`config.mk`:
```
export PLATFORM = sky130hd
export DESIGN_NAME = pwm_duty_decoder
export DESIGN_NICKNAME = d
export VERILOG_FILES = /design/src/rtl/pwm_pkg.sv /design/src/rtl/pwm_in_sync.sv /design/src/rtl/pwm_duty_decoder.sv
export SDC_FILE = /design/constraint.sdc
export NUM_CORES = 1
export LEC_CHECK = 0
export ABC_AREA = 1
export BUFFER_PORTS_ARGS = -buffer_cell sky130_fd_sc_hd__buf_2
export CAP_MARGIN = 20
export CORE_AREA = 2 2 66 68
export CTS_BUF_LIST = sky130_fd_sc_hd__clkbuf_16
export CTS_CLUSTER_SIZE = 12
export DETAILED_ROUTE_END_ITERATION = 10
export DIE_AREA = 0 0 68 70
export GPL_ROUTABILITY_DRIVEN = 0
export PLACE_DENSITY_LB_ADDON = 0.05
export RECOVER_POWER = 25
export SKIP_LAST_GASP = 1
export SYNTH_ARGS = -nofsm -noshare
export SYNTH_HDL_FRONTEND = slang
export SYNTH_SLANG_ARGS = --single-unit
```
`constraint.sdc`:
```
create_clock -name clk_50M -period 1.8 [get_ports clk_50M]
set_input_delay 0.09 -clock clk_50M [delete_from_list [all_inputs] [get_ports clk_50M]]
set_output_delay 0.09 -clock clk_50M [all_outputs]
set_load 0.005 [all_outputs]
```
`src/rtl/pwm_pkg.sv`:
```
// rtl/pwm_pkg.sv - shared PWM frame constants, decoder state type and helpers
// Exports: frame geometry (CLKS_PER_SLOT, SLOTS, PERIOD_CLKS), duty code width,
// decoder counter width/limits, generator-side widths, dec_state_e, sat_inc, high_to_duty.
package pwm_pkg;

    localparam int CLKS_PER_SLOT = 16;
    localparam int SLOTS         = 16;
    localparam int PERIOD_TOL    = 4;
    localparam int DUTY_W        = $clog2(SLOTS);
    localparam int PERIOD_CLKS   = CLKS_PER_SLOT * SLOTS;
    localparam int TIMEOUT       = PERIOD_CLKS + PERIOD_TOL;

    // Generator side: slot-phase and slot-index counter widths.
    localparam int SLOT_CNT_W    = $clog2(CLKS_PER_SLOT);
    localparam int SLOT_IDX_W    = $clog2(SLOTS);

    // Decoder counters cover twice a nominal period so an over-long period
    // is still measurable before they saturate.
    localparam int CNT_W = $clog2(2 * PERIOD_CLKS);

    localparam logic [CNT_W-1:0] PER_MIN     = CNT_W'(PERIOD_CLKS - PERIOD_TOL);
    localparam logic [CNT_W-1:0] PER_MAX     = CNT_W'(PERIOD_CLKS + PERIOD_TOL);
    localparam logic [CNT_W-1:0] TIMEOUT_CNT = CNT_W'(TIMEOUT);
    localparam logic [CNT_W-1:0] CNT_MAX     = '1;

    typedef enum logic [1:0] {
        IDLE,
        HIGH,
        LOW
    } dec_state_e;

    function automatic logic [CNT_W-1:0] sat_inc(input logic [CNT_W-1:0] v);
        return (v == CNT_MAX) ? v : v + 1'b1;
    endfunction

    // Round the high time to the nearest whole slot, clamped to the top code.
    function automatic logic [DUTY_W-1:0] high_to_duty(input logic [CNT_W-1:0] high);
        logic [CNT_W:0] rounded;
        rounded = {1'b0, high} + (CNT_W+1)'(CLKS_PER_SLOT / 2);
        rounded = rounded / (CNT_W+1)'(CLKS_PER_SLOT);
        if (rounded > (CNT_W+1)'(SLOTS - 1)) begin
            return DUTY_W'(SLOTS - 1);
        end
        return rounded[DUTY_W-1:0];
    endfunction

endpackage

```
`src/rtl/pwm_in_sync.sv`:
```
// rtl/pwm_in_sync.sv - pwm_in synchronizer, optional glitch filter, edge strobes
// Ports: clk, reset (sync, active-high), pwm_in (async);
//        level (clean line level), rise/fall (one-cycle strobes aligned with level).
// Macro PWM_GLITCH_FILTER_EN: adds a 3-sample filter, edge-to-strobe latency 3 -> 5.
module pwm_in_sync (
    input  logic clk,
    input  logic reset,
    input  logic pwm_in,
    output logic level,
    output logic rise,
    output logic fall
);

    logic sync1_q;
    logic sync2_q;
    logic level_d;
    logic level_q;
    logic rise_d;
    logic rise_q;
    logic fall_d;
    logic fall_q;

`ifdef PWM_GLITCH_FILTER_EN
    // Two older samples plus the current one: the level only moves once
    // three consecutive samples agree, so 1-2 cycle pulses never get through.
    logic [1:0] hist_d;
    logic [1:0] hist_q;

    always_comb begin
        hist_d  = {hist_q[0], sync2_q};
        level_d = level_q;
        if ((sync2_q == hist_q[0]) && (sync2_q == hist_q[1])) begin
            level_d = sync2_q;
        end
    end

    always_ff @(posedge clk) begin
        if (reset) begin
            hist_q <= '0;
        end else begin
            hist_q <= hist_d;
        end
    end
`else
    always_comb begin
        level_d = sync2_q;
    end
`endif

    // Strobes are computed from level_d so they land in the same cycle
    // the registered level changes.
    always_comb begin
        rise_d = level_d & ~level_q;
        fall_d = ~level_d & level_q;
    end

    always_ff @(posedge clk) begin
        if (reset) begin
            sync1_q <= 1'b0;
            sync2_q <= 1'b0;
            level_q <= 1'b0;
            rise_q  <= 1'b0;
            fall_q  <= 1'b0;
        end else begin
            sync1_q <= pwm_in;
            sync2_q <= sync1_q;
            level_q <= level_d;
            rise_q  <= rise_d;
            fall_q  <= fall_d;
        end
    end

    assign level = level_q;
    assign rise  = rise_q;
    assign fall  = fall_q;

endmodule

```
`src/rtl/pwm_duty_decoder.sv`:
```
// rtl/pwm_duty_decoder.sv - recovers the duty code from an incoming PWM line
// Ports: clk_50M, reset (sync, active-high), pwm_in (async);
//        duty_cycle (last decoded code), duty_valid (pulse, code updated same cycle),
//        period_err (pulse, period out of tolerance), stuck_high (level, line high past timeout).
// Macro PWM_GLITCH_FILTER_EN: enables the input glitch filter in pwm_in_sync.
module pwm_duty_decoder
    import pwm_pkg::*;
(
    input  logic              clk_50M,
    input  logic              reset,
    input  logic              pwm_in,
    output logic [DUTY_W-1:0] duty_cycle,
    output logic              duty_valid,
    output logic              period_err,
    output logic              stuck_high
);

    logic line_level;
    logic line_rise;
    logic line_fall;

    pwm_in_sync u_in_sync (
        .clk    (clk_50M),
        .reset  (reset),
        .pwm_in (pwm_in),
        .level  (line_level),
        .rise   (line_rise),
        .fall   (line_fall)
    );

    dec_state_e        state_d;
    dec_state_e        state_q;
    logic [CNT_W-1:0]  high_cnt_d;
    logic [CNT_W-1:0]  high_cnt_q;
    logic [CNT_W-1:0]  per_cnt_d;
    logic [CNT_W-1:0]  per_cnt_q;
    logic [CNT_W-1:0]  to_cnt_d;
    logic [CNT_W-1:0]  to_cnt_q;
    logic [DUTY_W-1:0] duty_d;
    logic [DUTY_W-1:0] duty_q;
    logic              valid_d;
    logic              valid_q;
    logic              perr_d;
    logic              perr_q;
    logic              stuck_d;
    logic              stuck_q;

    logic [CNT_W-1:0]  per_meas;
    logic              per_ok;
    logic              timeout;

    always_comb begin
        state_d    = state_q;
        high_cnt_d = high_cnt_q;
        per_cnt_d  = per_cnt_q;
        to_cnt_d   = sat_inc(to_cnt_q);
        duty_d     = duty_q;
        valid_d    = 1'b0;
        perr_d     = 1'b0;
        stuck_d    = stuck_q;

        // per_cnt has not yet counted the rise cycle itself; include it so
        // the measurement equals the rise-to-rise distance.
        per_meas = sat_inc(per_cnt_q);
        per_ok   = (per_meas >= PER_MIN) && (per_meas <= PER_MAX);
        // Exact match: the counter saturates past this, so it fires once.
        timeout  = (to_cnt_q == TIMEOUT_CNT);

        if (line_fall) begin
            stuck_d = 1'b0;
        end

        // A rise takes priority over a coinciding timeout.
        if (line_rise) begin
            to_cnt_d   = '0;
            high_cnt_d = '0;
            per_cnt_d  = '0;
            state_d    = HIGH;
            if (state_q == LOW) begin
                if (per_ok) begin
                    duty_d  = high_to_duty(high_cnt_q);
                    valid_d = 1'b1;
                end else begin
                    perr_d = 1'b1;
                end
            end
        end else if (timeout) begin
            state_d = IDLE;
            if (line_level) begin
                stuck_d = 1'b1;
            end else begin
                duty_d  = '0;
                valid_d = 1'b1;
            end
        end else begin
            case (state_q)
                HIGH: begin
                    high_cnt_d = sat_inc(high_cnt_q);
                    per_cnt_d  = sat_inc(per_cnt_q);
                    if (line_fall) begin
                        state_d = LOW;
                    end
                end
                LOW: begin
                    per_cnt_d = sat_inc(per_cnt_q);
                end
                default: begin
                end
            endcase
        end
    end

    always_ff @(posedge clk_50M) begin
        if (reset) begin
            state_q    <= IDLE;
            high_cnt_q <= '0;
            per_cnt_q  <= '0;
            to_cnt_q   <= '0;
            duty_q     <= '0;
            valid_q    <= 1'b0;
            perr_q     <= 1'b0;
            stuck_q    <= 1'b0;
        end else begin
            state_q    <= state_d;
            high_cnt_q <= high_cnt_d;
            per_cnt_q  <= per_cnt_d;
            to_cnt_q   <= to_cnt_d;
            duty_q     <= duty_d;
            valid_q    <= valid_d;
            perr_q     <= perr_d;
            stuck_q    <= stuck_d;
        end
    end

    assign duty_cycle = duty_q;
    assign duty_valid = valid_q;
    assign period_err = perr_q;
    assign stuck_high = stuck_q;

endmodule

```
==> results of run 1 <==
-- layer usage --
layer	up-vias	wire length, µm
met1	888	2200
li1	1027	-
met2	26	2360
met3	4	139
met4	0	68
met5	-	0
-- through the flow --
step	setup TNS, ns	setup WS (ns)	total power [W]	std cells	hold slack (ns)
5_1_grt	-0.973	-0.0943	0.00203	379	0.0617
3_5_place_dp	-0.716	-0.0998	0.00108	366	0.317
6_report	0	0.0306	0.00196	379	0.0129
3_3_place_gp	-0.203	-0.0363	0.00108	366	0.287
4_1_cts	0	0.00329	0.00197	375	0.0138
2_1_floorplan	0	0.0482	0.00104	293	0.197
-- state kept, by name (all words and copies together) (netlist names) --
signal	flops
u_in_sync.rise	1
to_cnt_q	9
u_in_sync.level	1
period_err	1
stuck_high	1
u_in_sync.fall	1
duty_valid	1
duty_cycle	4
per_cnt_q	9
u_in_sync.sync1_q	1
u_in_sync.level_d	1
state_q	2
high_cnt_q	9
-- cell families after synthesis --
logic type | after synthesis
AOI/OAI and AO/OA | 58
buffers and inverters | 45
adders and majority gates | 9
DFF | 41
and+or+nand+nor | 138
xor gates and xnor gates | 2
-- critical path: cells and delay by family, from the launching register on --
family        cells  cell delay, ns
fa+ha+maj         2            0.39
flops             1            0.34
xor+xnor          1            0.15
simple gates      9            0.76
-- worst max-delay path by stage --
stage                 startpoint            end  slack (ns)  cells past startpoint
finish               to_cnt_q[0]    to_cnt_q[7]        0.03                     12
detailed placement   to_cnt_q[0]   per_cnt_q[6]        -0.1                      7
global placement     to_cnt_q[0]   per_cnt_q[4]       -0.04                      7
CTS                  to_cnt_q[1]    to_cnt_q[7]       0.003                     12
global route        per_cnt_q[4]  duty_cycle[3]       -0.09                     13
floorplan           per_cnt_q[0]  duty_cycle[0]        0.05                     13
-- cell type report --
| type | instances | area (µm²) |
|---|---|---|
| clock buffer | 5 | 125 |
| clock inverter | 3 | 17.5 |
| fill | 387 | 1500 |
| inverter | 39 | 146 |
| multi-input combinational | 209 | 1250 |
| sequential | 41 | 833 |
| tap | 52 | 65.1 |
| timing repair buffer | 30 | 205 |
-- cell usage after synthesis (all sizes together) (2+ instances only) --
cell,number
a211oi,2
a21oi,20
a31oi,4
buf,2
clkbuf,4
dfxtp,41
ha,9
inv,39
nand2,61
nand3,17
nand4,5
nor2,42
nor3,8
nor4,2
o21ai,29
o21bai,2
xor2,2
-- power by group through the flow --
stage | Sequential (W) | Combinational, W | Clock, W
3_3_place_gp | 0.000965 | 0.000112 | 0
4_1_cts | 0.000946 | 0.000121 | 0.000902
2_1_floorplan | 0.000963 | 0.0000766 | 0
6_report | 0.000947 | 0.000130 | 0.000883
3_5_place_dp | 0.000966 | 0.000115 | 0
5_1_grt | 0.000951 | 0.000150 | 0.000926
-- what timing repair did --
action | CTS | global route
setup buffers | 1 | 2
hold buffers | 0 | 0
gates cloned | 0 | 2
resized for setup | 5 | 47
setup endpoints to repair | 13 | 31
pin swaps | 5 | 14
-- layout by cell type (no fill, tap or decap), drive strengths merged --
| cell | netlist | layout |
|---|---|---|
| and2 | 1 | 1 |
| nand4 | 5 | 5 |
| nor4 | 2 | 2 |
| xor2 | 2 | 2 |
| a31oi | 4 | 4 |
| nor3 | 8 | 8 |
| buf | 2 | 29 |
| a21oi | 20 | 20 |
| ha | 9 | 9 |
| inv | 39 | 39 |
| o211a | 1 | 1 |
| nand3 | 17 | 19 |
| clkbuf | 4 | 6 |
| clkinv | 0 | 3 |
| nand3b | 1 | 1 |
| a211oi | 2 | 2 |
| nor2 | 42 | 42 |
| o21ai | 29 | 29 |
| o21bai | 2 | 2 |
| nand2 | 61 | 61 |
| dfxtp | 41 | 41 |
| nor3b | 1 | 1 |
==> qor.csv, run 1 <==
metric,value,unit
path_cells,ha_2 > nand2_2 > nor3_4 > nand2_1 > nor2_1 > ha_2 > nor2_2 > nand3_1 > nor2_1 > nand3_1 > xor2_1 > nor2_1,
yosysSeqAreaShare,39.4,%
yosys.area_share.simple,30.5,%
cp_data_arrival_time,1.94,ns
ys_seq_elements,41,
critPathCaptureType,register,
path_common_cell,nor2_1,
clock_sinks,41,
die_h,70,µm
syn_area_per_cell,7.10,µm²
maxSlewViolCount,0,
port_buffers,9,
fin_skew,0.00773,ns
antenna_found_initial,0,
grtUsageTotal,21.2,%
holdCritStartpoint,pwm_in,
cp.required,1.97,ns
synth_top_family_by_area,simple AND/OR/NAND/NOR gates,
tightest_slew,0.604,ns
switching_share,24.0,%
clk_pin_slew,0.06,ns
grt_pass1_vias,1804,
antenna_left,0,
clk-insertion-delay-late,0.29,ns
clock_path_buffers,2,
first_pass_iters,4,
comb_power_share,6.7,%
use_met1,27.0,%
coreArea,4140,µm²
dieWidth,68,µm
hold_class,in2reg,
start_util,50.2,%
timing.rr.end,to_cnt_q[7],
grt_util_met2,34.0,%
maxCapViolations,0,
min_period_over_period,98.3,%
hold_viol,0,
cts_buffers,5,
synth_top_area_cell,dfxtp_1,
yosys.area_share.adder,5.41,%
fin_area,2650,µm²
cts_tree,done,
synth_cell_types,29,
hpwl,3150,µm
syn_inst,293,
max_freq,565,MHz
grt_overflow_total,0,
power_density,741,nW/µm²
worstSetupStartpointType,register,
ir_worst_vdd,0.000615,V
min_path_cells,3,
synth_nets,305,
timing.final.crit_period,1.77,ns
synthFlopType,dfxtp_1,
finalSetupViolations,0,
ioPinCount,10,
busiest_layer,met2,
cts_root_buffer,clkbuf_16,
synth_area_leaders,"dfxtp_1 (39%), nand2_1 (10%), inv_1 (7.0%), nor2_1 (7.0%), o21ai_0 (6.5%)",
fin_nets,338,
synth_edf_count,0,
ys_warn_count,0,
synthArstFlopShare,0,%
grt_pass1_wl,7720,µm
vias_per_cell,5.13,
reg2reg_depth,12,
rsz0062_at_grt,true,
area_delta_synth_final,27.2,%
place_area,2290,µm²
post-route-util,63.9,%
p_int,0.00149,W
power_frac_clock,45.0,%
n_antenna_cell,0,
worst-setup-path-type,reg2reg,
routed_wirelength,4760,µm
grt_max_degree,18,
rows,24,
synth_xor_area_share,0.842,%
relSlewSlack,59.7,%
timing.rr.start,to_cnt_q[0],
first_iter_violations,138,
synth-compound-area-share,15.3,%
r2r_setup_slack,0.03,ns
power.leakage,1.12,nW
htreeDepth,2,
seq_power_share,48.3,%
synth_mux_area_share,0,%
drc,0,
die-area,4760,µm²
syn_area,2080,µm²
status,"complete, no violations",
drive_above_1_share,26.3,%
switchingPower,0.000471,W
max_stage_delay,0.34,ns
yosys.area.top_type_share,39.4,%
critPathSlowestCell,dfxtp_2,
holdPathEnd,u_in_sync.sync1_q,
num_vias,1945,
cp_max_fo,3,
wire_per_inst,12.6,µm
use_met3,5.31,%
No activity file was read; power rests on OpenSTA's default activity.
==> inputs of run 2 (changes only) <==
--- a/config.mk
+++ b/config.mk
@@ -6,13 +6,13 @@
 export NUM_CORES = 1
 export LEC_CHECK = 0
 export ABC_AREA = 1
-export BUFFER_PORTS_ARGS = -buffer_cell sky130_fd_sc_hd__buf_2
 export CAP_MARGIN = 20
-export CORE_AREA = 2 2 66 68
+export CORE_AREA = 2 2 64 66
 export CTS_BUF_LIST = sky130_fd_sc_hd__clkbuf_16
 export CTS_CLUSTER_SIZE = 12
 export DETAILED_ROUTE_END_ITERATION = 10
-export DIE_AREA = 0 0 68 70
+export DIE_AREA = 0 0 66 68
+export DONT_BUFFER_PORTS = 1
 export GPL_ROUTABILITY_DRIVEN = 0
 export PLACE_DENSITY_LB_ADDON = 0.05
 export RECOVER_POWER = 25
==> run 2 against run 1 <==
- sequential cell count unchanged
- critical path depth up 2
- fmax down 0.69%
- critical path type unchanged
- largest cell class unchanged
==> qor.csv, run 2 (synthesis gave the netlist of run 1 again) <==
metric,value,unit,change
use_met1,24.7,%,-2.3 points
ioPinCount,10,,unchanged
mostFrequentLayoutCells,"nand2_1 (49), inv_1 (38), dfxtp_1 (35), nor2_1 (27)",,
vias_per_cell,5.28,,+2.8%
top_regs,"high_cnt_q: 9 flops, per_cnt_q: 9 flops, to_cnt_q: 9 flops",,
place_inst,358,,-2.2%
grt_max_degree,18,,unchanged
htreeDepth,2,,unchanged
die-area,4490,µm²,-5.7%
clock_path_buffers,2,,unchanged
hpwl,3220,µm,+2.4%
post-route-util,69.0,%,+5.2 points
cp_max_fo,6,,+3
stdcell_count,373,,-1.6%
antenna_left,0,,unchanged
min_period_over_period,99.0,%,+0.68 points
cts_root_buffer,clkbuf_16,,
worst-setup-path-type,reg2reg,,
grt_overflow_total,0,,unchanged
max_freq,561,MHz,-0.69%
port_buffers,0,,-9
holdCritStartpoint,reset,,
busiest_layer,met2,,
area_delta_synth_final,28.0,%,
cts_tree,done,,
clock_sinks,41,,unchanged
min_path_cells,3,,unchanged
worstSetupStartpointType,register,,
timing.rr.end,duty_cycle[1],,
rsz0062_at_grt,true,,
rows,23,,-4.2%
first_pass_iters,4,,unchanged
reg2reg_depth,14,,+2
maxSlewViolCount,0,,unchanged
fin_skew,0.00917,ns,+0.00144 ns
layout_commonest_cell,nand2_1,,
coreArea,3860,µm²,-6.9%
grtUsageTotal,21.4,%,+0.19 points
r2r_setup_slack,0.02,ns,about the same
die_h,68,µm,-2.9%
wire_per_inst,13.0,µm,+3.5%
grt_pass1_vias,1725,,-4.4%
first_iter_violations,83,,-40%
tightest_slew,0.384,ns,-0.220 ns
cp_data_arrival_time,1.97,ns,+0.03 ns
critPathCaptureType,register,,
finalSetupViolations,0,,unchanged
drc,0,,unchanged
cts_buffers,5,,unchanged
start_util,54.0,%,+3.7 points
grt_util_met2,38.5,%,+4.5 points
drive_above_1_share,26.0,%,-0.29 points
maxCapViolations,0,,unchanged
relSlewSlack,74.2,%,+14 points
antenna_found_initial,0,,unchanged
grt_pass1_wl,7300,µm,-5.5%
use_met3,5.10,%,-0.22 points
cp.required,1.98,ns,about the same
routed_wirelength,4850,µm,+1.8%
ir_worst_vdd,0.000583,V,-5.3%
status,"complete, no violations",,
fin_nets,334,,-1.2%
power.leakage,1.07,nW,-4.1%
clk_pin_slew,0.07,ns,about the same
clk-insertion-delay-late,0.29,ns,about the same
timing.rr.start,per_cnt_q[1],,
dieWidth,66,µm,-2.9%
holdPathEnd,duty_cycle[3],,
timing.final.crit_period,1.78,ns,+0.0123 ns
hold_class,in2reg,,
fill_cells,341,,-12%
num_vias,1968,,+1.2%
power_density,792,nW/µm²,+6.9%
n_antenna_cell,0,,unchanged
hold_viol,0,,unchanged
==> run 2: cell types whose count changed in the layout (fill, tap and decap cells not counted), moves of 2 or more <==
cell           delta
nor3_2            +2
nor3_4            -2
dfxtp_1           +2
dlygate4sd3_1     +2
nor2_1            -6
nor2_2            +4
buf_2             -8
nor2_4            +2
buf_4             +4
==> run 2: timing repair <==
item                                    CTS  global route
pin swaps                                 0             8
endpoints found under the setup margin   14            25
endpoints found under the hold margin     7             0
gates cloned                              0             2
setup buffers                             0             3
resized for setup                         8            43
hold buffers                              2             0
==> run 2: worst max-delay path by stage <==
| stage | start | end | slack [ns] | cells past startpoint |
|---|---|---|---|---|
| after floorplan | per_cnt_q[0] | duty_cycle[0] | 0.05 | 13 |
| after global placement | per_cnt_q[0] | duty_cycle[2] | -0.06 | 12 |
| after detailed placement | to_cnt_q[0] | per_cnt_q[5] | -0.12 | 7 |
| after CTS | per_cnt_q[1] | duty_cycle[1] | 0.01 | 14 |
| after global routing | per_cnt_q[1] | duty_cycle[1] | -0.11 | 12 |
| final | per_cnt_q[1] | duty_cycle[1] | 0.02 | 14 |
==> run 2: power by group <==
| group | internal [W] | leakage, nW | switching [W] |
|---|---|---|---|
| registers | 0.000930 | 0.335 | 0.0000198 |
| logic | 0.0000553 | 0.652 | 0.0000770 |
| clock network | 0.000656 | 0.0842 | 0.000370 |
==> run 2: area by class of cell <==
cell class | instances | area (µm²) | share of cell area, %
Multi-Input combinational cell | 209 | 1250 | 47.1
Clock buffer | 5 | 125 | 4.70
Inverter | 39 | 149 | 5.59
Timing Repair Buffer | 26 | 200 | 7.52
Clock inverter | 3 | 43.8 | 1.64
Tap cell | 50 | 62.6 | 2.35
Sequential cell | 41 | 828 | 31.1
==> run 2: routing by layer <==
metal	vias up	wire length (µm)	part of all wire (%)
li1	1024	-	-
met1	905	2020	42
met2	33	2590	53
met3	6	173	3.6
met4	0	65	1.3
met5	-	0	0
==> run 2: worst max-delay path: stages (launching register included) <==
cell and delay, ns:
dfxtp_2 0.36, ha_4 0.15, nand2_4 0.06, nor2_4 0.19, nand3_4 0.17, inv_4 0.10
nand2_2 0.05, nand2_2 0.07, nand2_1 0.05, nand2_1 0.07, nand2_2 0.11, nand3_4 0.11
nand3_1 0.08, nand2_1 0.08, nor2_1 0.04
==> run 2: stage by stage <==
stage | instance area, µm² | setup TNS, ns | total power [W] | setup slack, ns | hold slack, ns
after detailed placement | 2270 | -0.902 | 0.00108 | -0.122 | 0.166
after floorplan | 2080 | 0 | 0.00104 | 0.0482 | 0.197
after global placement | 2270 | -0.544 | 0.00107 | -0.0619 | 0.164
final | 2660 | 0 | 0.00211 | 0.0183 | 0.0145
after CTS | 2480 | 0 | 0.00210 | 0.00975 | 0.0241
after global routing | 2660 | -0.436 | 0.00218 | -0.108 | 0.0410
==> inputs of run 3 (changes only) <==
--- a/config.mk
+++ b/config.mk
@@ -15,7 +15,7 @@
 export DONT_BUFFER_PORTS = 1
 export GPL_ROUTABILITY_DRIVEN = 0
 export PLACE_DENSITY_LB_ADDON = 0.05
-export RECOVER_POWER = 25
+export RECOVER_POWER = 100
 export SKIP_LAST_GASP = 1
 export SYNTH_ARGS = -nofsm -noshare
 export SYNTH_HDL_FRONTEND = slang
==> run 3 against run 2 <==
- power about the same
- final cell count unchanged
- largest power group unchanged
- sequential power about the same
- sequential cell count unchanged
- fmax down 0.13%
- clock power about the same
- wire length up 1.1%
- combinational power about the same
- clock-buffer cell count unchanged
- final area about the same
- critical path depth down 2
==> qor.csv, run 3 (synthesis gave the netlist of run 1 again) <==
metric,value,unit,change
seq_power_share,45.0,%,about the same
cts_root_buffer,clkbuf_16,,
mostFrequentLayoutCells,"nand2_1 (49), inv_1 (38), dfxtp_1 (35), nor2_1 (27), o21ai_0 (24)",,
power_density,792,nW/µm²,about the same
switching_share,22.2,%,+0.033 points
tightest_slew,0.379,ns,-0.00487 ns
layout_commonest_cell,nand2_1,,
area_delta_synth_final,27.8,%,about the same
drc,0,,unchanged
wire_per_inst,13.1,µm,+1.1%
rows,23,,unchanged
place_inst,358,,unchanged
critPathCaptureType,register,,
die_h,68,µm,unchanged
start_util,54.0,%,unchanged
grt_max_degree,18,,unchanged
clock_path_buffers,2,,unchanged
dieWidth,66,µm,unchanged
first_pass_iters,5,,+1
n_antenna_cell,0,,unchanged
cts_tree,done,,
total_power,0.00211,W,about the same
port_buffers,0,,unchanged
htreeDepth,2,,unchanged
ir_worst_vdd,0.000583,V,about the same
cp_max_fo,6,,unchanged
grt_pass1_wl,7300,µm,unchanged
routed_wirelength,4900,µm,+1.1%
switchingPower,0.000468,W,+0.14%
clk_pin_slew,0.07,ns,about the same
grt_pass1_vias,1725,,unchanged
drive_above_1_share,26.0,%,unchanged
fin_nets,334,,unchanged
hpwl,3220,µm,unchanged
top_regs,"high_cnt_q: 9 flops, per_cnt_q: 9 flops, to_cnt_q: 9 flops",,
finalSetupViolations,0,,unchanged
grt_overflow_total,0,,unchanged
r2r_setup_slack,0.02,ns,about the same
num_vias,1963,,-0.25%
power_frac_clock,48.7,%,about the same
antenna_found_initial,0,,unchanged
cp.required,1.98,ns,about the same
clock_sinks,41,,unchanged
min_period_over_period,99.1,%,+0.13 points
maxSlewViolCount,0,,unchanged
vias_per_cell,5.26,,-0.25%
comb_power_share,6.3,%,about the same
clk-insertion-delay-late,0.29,ns,about the same
worstSetupStartpointType,register,,
cp_data_arrival_time,1.97,ns,about the same
status,"complete, no violations",,
grtUsageTotal,21.4,%,unchanged
coreArea,3860,µm²,unchanged
timing.final.crit_period,1.78,ns,+0.00227 ns
fin_skew,0.00933,ns,+0.000162 ns
ioPinCount,10,,unchanged
p_int,0.00164,W,about the same
stdcell_count,373,,unchanged
relSlewSlack,74.5,%,+0.33 points
first_iter_violations,88,,+6.0%
hold_class,in2reg,,
rsz0062_at_grt,true,,
worst-setup-path-type,reg2reg,,
hold_viol,0,,unchanged
die-area,4490,µm²,unchanged
cts_buffers,5,,unchanged
max_freq,561,MHz,-0.13%
power.leakage,1.07,nW,about the same
antenna_left,0,,unchanged
maxCapViolations,0,,unchanged
-- run 3: changes by cell type in the layout (fill, tap and decap cells not counted), sizes merged --
cell / before / now
buf: 24 / 23
clkbuf: 5 / 6
-- run 3: area by class of cell --
| type | count | area [µm²] |
|---|---|---|
| Inverter | 39 | 149 |
| Timing Repair Buffer | 26 | 198 |
| Fill cell | 342 | 1200 |
| Sequential cell | 41 | 828 |
| Multi-Input combinational cell | 209 | 1250 |
| Clock inverter | 3 | 43.8 |
| Clock buffer | 5 | 125 |
| Tap cell | 50 | 62.6 |
-- run 3: final timing paths --
kind / from / end / depth (start not counted)
worst max-delay path: per_cnt_q[1] / duty_cycle[1] / 12
worst min-delay path: reset / duty_cycle[3] / 3
worst max register to register: per_cnt_q[1] / duty_cycle[1] / 12
worst min register to register: u_in_sync.sync1_q / u_in_sync.level_d / 2
-- run 3: power by group through the flow --
stage / combinational [W] / clock [W] / sequential [W]
2_1_floorplan: 0.0000766 / 0 / 0.000963
3_3_place_gp: 0.000109 / 0 / 0.000965
3_5_place_dp: 0.000111 / 0 / 0.000965
4_1_cts: 0.000119 / 0.00104 / 0.000945
5_1_grt: 0.000150 / 0.00108 / 0.000951
6_report: 0.000132 / 0.00103 / 0.000949
-- run 3: critical path: stages, from the launching register on --
cell	delay, ns
dfxtp_2	0.35
ha_4	0.15
nand2_4	0.06
nor2_4	0.19
nand3_4	0.17
nand2_1	0.10
nand2_1	0.07
nor2_1	0.14
nand2_2	0.12
nand3_4	0.13
nand3_1	0.08
nand2_1	0.08
nor2_1	0.04
-- run 3: timing repair --
item / in CTS / in global routing
endpoints found under the hold margin: 7 / 0
hold buffers: 2 / 0
pin swaps: 0 / 8
gates cloned: 0 / 2
buffers inserted: 0 / 3
endpoints found under the setup margin: 14 / 25
gates resized for setup: 8 / 43
-- run 3: per-layer routing --
layer | GRT usage (%) | vias up | part of all wire [%]
li1 | - | 1021 | -
met1 | 24.7 | 912 | 43
met2 | 38.5 | 24 | 53
met3 | 5.10 | 6 | 2.7
met4 | 8.16 | 0 | 1.3
met5 | 0 | - | 0
-- run 3: stage by stage --
step	setup slack (ns)	instance area, µm²	hold WS [ns]	TNS (ns)	utilization, %
after floorplan	0.0482	2080	0.197	0	-
after global placement	-0.0619	2270	0.164	-0.544	58.9
after detailed placement	-0.122	2270	0.166	-0.902	58.9
after CTS	0.00975	2480	0.0241	0	64.3
after global routing	-0.108	2660	0.0410	-0.447	69.0
final	0.0160	2660	0.0147	0	69.0
